===== config.mk =====
export PLATFORM = sky130hd
export DESIGN_NAME = uart_tx
export DESIGN_NICKNAME = d
export VERILOG_FILES = /design/src/rtl/uart_pkg.sv /design/src/rtl/uart_tx.sv
export SDC_FILE = /design/constraint.sdc
export NUM_CORES = 1
export LEC_CHECK = 0
export ABC_AREA = 1
export BUFFER_PORTS_ARGS = -buffer_cell sky130_fd_sc_hd__buf_2
export CORE_MARGIN = 1.5
export CORE_UTILIZATION = 58
export DETAILED_ROUTE_END_ITERATION = 6
export PLACE_DENSITY = 0.8
export SYNTH_ARGS = -nofsm -noshare
export SYNTH_HDL_FRONTEND = slang
export SYNTH_SLANG_ARGS = --single-unit

===== constraint.sdc =====
create_clock -name clk -period 2.8 [get_ports clk]
set_clock_uncertainty 0.2 [all_clocks]
set_input_delay 0.28 -clock clk [delete_from_list [all_inputs] [get_ports clk]]
set_output_delay 0.28 -clock clk [all_outputs]
set_load 0.1 [all_outputs]

===== src/rtl/uart_pkg.sv =====
// Shared UART definitions: default frame geometry and the transmitter state encoding.
// Imported by uart_tx, uart_rx and interface_circuit.
package uart_pkg;

    localparam int NBITS_DEF      = 8;
    localparam int NUM_TICKS_DEF  = 16;
    localparam int STOP_TICKS_DEF = 16;

    typedef enum logic [1:0] {
        IDLE  = 2'd0,
        START = 2'd1,
        DATA  = 2'd2,
        STOP  = 2'd3
    } tx_state_e;

endpackage


===== src/rtl/uart_tx.sv =====
// UART transmitter: one start bit, NBITS data bits LSB-first, then a STOP_TICKS stop period,
// all paced by the shared 16x oversampling baud tick.
module uart_tx
    import uart_pkg::*;
#(
    parameter int NBITS      = NBITS_DEF,
    parameter int NUM_TICKS  = NUM_TICKS_DEF,
    parameter int STOP_TICKS = STOP_TICKS_DEF
) (
    input  logic             clk,
    input  logic             reset,
    input  logic             s_tick,
    input  logic             tx_start,
    input  logic [NBITS-1:0] din,
    output logic             tx,
    output logic             tx_busy,
    output logic             tx_done_tick
);

    localparam int SMAX = (NUM_TICKS > STOP_TICKS) ? NUM_TICKS : STOP_TICKS;
    localparam int SW   = (SMAX > 2) ? $clog2(SMAX) : 1;
    localparam int NW   = (NBITS > 2) ? $clog2(NBITS) : 1;

    localparam logic [SW-1:0] S_LAST  = SW'(NUM_TICKS - 1);
    localparam logic [SW-1:0] ST_LAST = SW'(STOP_TICKS - 1);
    localparam logic [NW-1:0] N_LAST  = NW'(NBITS - 1);

    tx_state_e        state_q, state_d;
    logic [SW-1:0]    s_q, s_d;
    logic [NW-1:0]    n_q, n_d;
    logic [NBITS-1:0] shreg_q, shreg_d;
    logic             tx_q, tx_d;
    logic             done_q, done_d;

    always_ff @(posedge clk) begin
        if (!reset) begin
            state_q <= IDLE;
            s_q     <= '0;
            n_q     <= '0;
            shreg_q <= '0;
            tx_q    <= 1'b1;
            done_q  <= 1'b0;
        end else begin
            state_q <= state_d;
            s_q     <= s_d;
            n_q     <= n_d;
            shreg_q <= shreg_d;
            tx_q    <= tx_d;
            done_q  <= done_d;
        end
    end

    always_comb begin
        state_d = state_q;
        s_d     = s_q;
        n_d     = n_q;
        shreg_d = shreg_q;
        tx_d    = tx_q;
        done_d  = 1'b0;

        unique case (state_q)
            IDLE: begin
                tx_d = 1'b1;
                // A tick coinciding with acceptance is deliberately not counted.
                if (tx_start) begin
                    shreg_d = din;
                    s_d     = '0;
                    tx_d    = 1'b0;
                    state_d = START;
                end
            end
            START: begin
                if (s_tick) begin
                    if (s_q == S_LAST) begin
                        s_d     = '0;
                        n_d     = '0;
                        tx_d    = shreg_q[0];
                        state_d = DATA;
                    end else begin
                        s_d = s_q + SW'(1);
                    end
                end
            end
            DATA: begin
                if (s_tick) begin
                    if (s_q == S_LAST) begin
                        s_d     = '0;
                        shreg_d = shreg_q >> 1;
                        if (n_q == N_LAST) begin
                            tx_d    = 1'b1;
                            state_d = STOP;
                        end else begin
                            n_d  = n_q + NW'(1);
                            tx_d = shreg_q[1];
                        end
                    end else begin
                        s_d = s_q + SW'(1);
                    end
                end
            end
            STOP: begin
                tx_d = 1'b1;
                if (s_tick) begin
                    if (s_q == ST_LAST) begin
                        s_d     = '0;
                        done_d  = 1'b1;
                        state_d = IDLE;
                    end else begin
                        s_d = s_q + SW'(1);
                    end
                end
            end
            default: begin
                state_d = IDLE;
            end
        endcase
    end

    assign tx           = tx_q;
    assign tx_done_tick = done_q;
    assign tx_busy      = (state_q != IDLE);

endmodule


# Yosys cells after proc, flatten, opt, wreduce, memory -nomap -nowiden
# Index checks and enable logic that the tools add are counted.
op_classes:
  add_sub_neg: 2
  eq_ne: 15
  n_mux: 31
  n_reduce_logical: 11
ops:
  columns: ["cell", "count"]
  rows:
  - ["$mux W8", 3]
  - ["$ne A2 B2 Y1 const B", 9]
  - ["$mux W2", 8]
  - ["$pmux W8 S2", 1]
  - ["$mux W3", 5]
  - ["$mux W4", 3]
  - ["$pmux W2 S4", 1]
  - ["$pmux W4 S2", 1]
  - ["$reduce_and A4 Y1", 2]
  - ["$reduce_and A8 Y1", 1]
  - ["$mux W1", 7]
  - ["$pmux W3 S2", 1]
  - ["$reduce_and A6 Y1", 1]
  - ["$reduce_bool A2 Y1", 3]
  - ["$add A4 B1 Y4 const B", 1]
  - ["$eq A2 B2 Y1 const B", 2]
  - ["$eq A4 B4 Y1 const B", 1]
  - ["$pmux W1 S4", 1]
  - ["$add A3 B1 Y3 const B", 1]
  - ["$eq A3 B3 Y1 const B", 1]
  - ["$reduce_and A3 Y1", 1]
  - ["$reduce_or A3 Y1", 1]
  - ["$eq A2 B1 Y1 const B", 1]
  - ["$logic_not A2 Y1", 1]
  - ["other kinds (2)", 2]
totals:
  reg_bits: 19
  in_bits: 12
  elab_cells: 65

# Longest topological paths before layout
depth:
  ltp_word: 5
  depth_mapped: 10
  depth_no_buf: 8

# Worst setup path before layout
# Ideal clock, no wire load.
synth_timing:
  path_type: "register to output"
  startpoint: "register state_q[0]"
  endpoint: "output port tx_busy"
  arrival_ns: 1.275
  t_required_ns: 2.320
  setup_slack_ns: 1.045
  stages_incl_launch_ff: 4
  path_buffers: 0
  path_cell_list: "dfxtp_1 inv_1 ha_1 inv_1"
synth_between:
  elab_chain_len: 1
synth_lines:
  columns: ["item", "line_no", "source"]
  rows:
  - ["from (decl)", "uart_tx.sv:28", "tx_state_e state_q, state_d;"]
  - ["from (signal assigned)", "uart_tx.sv:44", "state_q <= state_d;"]
  - ["$reduce_bool A2 Y1", "uart_tx.sv:121", "assign tx_busy = (state_q != IDLE);"]
  - ["to (decl)", "uart_tx.sv:16", "output logic tx_busy,"]
# No other way between the ends.

# Worst setup path in the final report
layout_timing:
  startpoint: "register state_q[0]"
  endpoint: "register shreg_q[5]"
layout_between:
  elab_chain_len: 3
  word_cells_on_any_way: 8
  cone_classes: "eq/ne: 4; mux: 1; reduce/logical: 3"
layout_lines:
  columns: ["item", "line_no", "source"]
  rows:
  - ["$eq A2 B2 Y1 / $logic_not A2 Y1 (equally long branches)", "uart_tx.sv:61", "unique case (state_q)"]
  - ["$ne A2 B2 Y1 (no line) / $reduce_bool A2 Y1 (equally long branches)", null, null]
  - ["$reduce_and A4 Y1 (no line)", null, null]
  - ["to (signal assigned)", "uart_tx.sv:47", "shreg_q <= shreg_d;"]
  - ["to (decl)", "uart_tx.sv:31", "logic [NBITS-1:0] shreg_q, shreg_d;"]
# Several ways; a longest one is shown, not always the timed one.
# A chain may end at the register's enable or synchronous reset.

==> out/results.tsv <==
metric	value	unit
power per cell area	930	nW/um^2
die area	2120	sq um
drt total wl	2040	um
Final TNS setup	0	ns
# nets final	183	
Worst setup EP type	flip-flop	
slowest CP cell	ha_1	
setup bufs post-CTS	0	
CP max stage delay	0.63	ns
dpl cells	184	
Yosys Warn Count	0	
Final setup viols	0	
peak supply drop	0.000721	V
worst endpoint data arrival time	2.22	ns
Hold Path Class	input pin to flip-flop	
TritonCTS clock tree	yes	
DR vias	990	
final worst-path cycle share	78.9	%
Die X	46.1	um
highest clock rate	0.452	GHz
fin worst setup slack	0.590	ns
worst slew pin tran	0.715	ns
Req. time, crit path	2.81	ns
HPWL after detailed placement	1560	um
Storage cell area	380	sq um
antenna cell count	0	
Mean Syn Cell Area	7.22	sq um
H-tree lvl count	1	
routability cong.	0.813	
number of core rows	15	
Synthesized Nets	168	
Area Growth Syn to Fin	8.72	%
critical path startpoint	state_q[0]	
Root Driver	clkbuf_4	
Power Total	1090	uW
fin crit period	2.21	ns
WS Path Type	flip-flop to flip-flop	
Startpoint Class	flip-flop	
filler cell count	167	
pre-CTS WS	0.604	ns
drt initial violations	35	
DRC Markers	0	
Placeable Area	1730	sq um
Total GRT Usage	22.8	%
non-filler instance count after layout	188	
share of cells above drive strength 1	14.7	%
port bufs	14	
Reg clk slew, reported paths	0.11	ns
# hold bufs at CTS	0	
worst-path cell chain	inv_1 > ha_1 > nor2_1 > nand3b_4 > nor2_4 > nand2_1 > nand2_1 > nor2_1	
pin count of the biggest net entering global routing	17	
Seq/Total Area, Yosys	35.3	%
GRT overflow	0	
die height	46.1	um
clk buf depth	2	
Post-Syn Instances	149	
final hold vios	0	
Hold Crit Start	din[7]	
total CTS buffers	3	
clk_lat worst skew	0.30	ns
first drt pass iteration count	4	
Slew Limit Headroom	52.4	%
cts repair resizes	0	
clk sinks	19	
mapped cell area	1080	sq um
I/O pin total	15	
initial antenna violation count	0	
Synth Register Bits	19	
wire per inst	10.9	um
status	finished, final reports clean	
Max FO, Critical Path	16	
starting density of the core	62.3	%
Slew Viols, Final	0	
post-route ant nets	0	
Synth cell types	22	
first-pass GRT wire length	3520	um
multi-input logic area	608	sq um
Max-Cap Viols	0	
Static Leak	0.000562	uW
RSZ-0062 raised after global routing	false	
Reg2Reg Launch Point	state_q[0]	
number of vias per cell	5.27	
vias in the first global route	877	
==> path summary, 6_finish.rpt <==
kind	to	slack (ns)	cells past startpoint
worst min register to register	shreg_q[3]	0.29	2
worst min-delay path	shreg_q[7]	0.08	5
worst max-delay path	shreg_q[5]	0.59	8
worst max register to register	shreg_q[5]	0.59	8
==> sequential cells by signal (all words and copies together) (netlist names) <==
name / cells
n_q: 3
s_q: 4
shreg_q: 8
state_q: 2
tx: 1
tx_done_tick: 1
==> report_power, final <==
group          internal [uW]  leakage [uW]  switching (uW)
logic                    184      0.000388             388
clock network           53.3     0.0000177            87.8
registers                334      0.000156            41.1
total                    571      0.000562             517
==> kinds of logic after synthesis <==
| family | count (synthesis) | share of synthesized area, % |
|---|---|---|
| AND/OR/NAND/NOR | 81 | 33.7 |
| flip-flops | 19 | 35.3 |
| AO/OA/AOI/OAI | 18 | 9.07 |
| buffers and inverters | 18 | 8.14 |
| adder cells (fa/ha/maj) | 7 | 8.14 |
| multiplexers | 6 | 5.58 |
==> worst max-delay path, delay by kind of cell, from the launching register on <==
family,cells,cell delay [ns]
simple gates,6,0.83
fa+ha+maj,1,0.63
flops,1,0.36
buf+inv,1,0.10
==> layout make-up <==
class	instances	area share (%)
clock buffer	3	1.93
clock inverter	1	0.428
inverter	14	4.49
multi-input combinational	112	52.0
sequential	19	32.5
tap	25	2.67
timing repair buffer	14	5.99
==> cell usage in the layout (no fill, tap or decap) <==
cell,n
a21oi_1,10
o21ai_0,5
nor2_1,24
nor2_4,1
a21boi_0,1
buf_2,14
nand3_1,12
nand4_1,4
o21a_1,1
inv_2,2
nor3_1,1
nand3b_4,1
mux2i_1,6
inv_1,12
ha_1,7
clkbuf_4,3
dfxtp_1,19
nand3_2,1
nand2_2,1
a211oi_1,1
nand2_1,36
clkinv_2,1
==> Yosys cell counts <==
library cell	count	share of area, %
o21a_1	1	0.70
a21boi_0	1	0.70
nand3b_4	1	1.9
ha_1	7	8.1
nand3_2	1	0.93
dfxtp_1	19	35
nor2_4	1	1.0
mux2i_1	6	5.6
buf_6	2	2.1
nand4_1	4	2.3
nand2_2	1	0.58
buf_4	1	0.70
a211oi_1	1	0.70
a21oi_1	10	4.7
inv_2	2	0.70
nor2_1	24	8.4
nor3_1	1	0.46
nand3_1	12	5.6
inv_1	12	4.2
nand2_1	36	13
o21ai_0	5	2.3
buf_2	1	0.46
==> through the flow <==
step	hold slack (ns)	utilization (%)	instance area, sq um
detailed placement	0.276	66.2	1140
finish	0.0765	67.8	1170
global placement	0.263	66.2	1140
floorplan	0.215	-	1080
global route	0.105	67.8	1170
CTS	0.0739	67.8	1170
==> per-layer routing <==
layer	routed length, um	vias up	part of all wire (%)	track usage [%]
li1	-	512	-	-
met1	930	454	46	28.1
met2	1020	22	50	38.1
met3	76	2	3.7	4.71
met4	10	0	0.49	9.71
met5	0	-	0	0
Note: power is estimated with default switching activity, not from simulation.
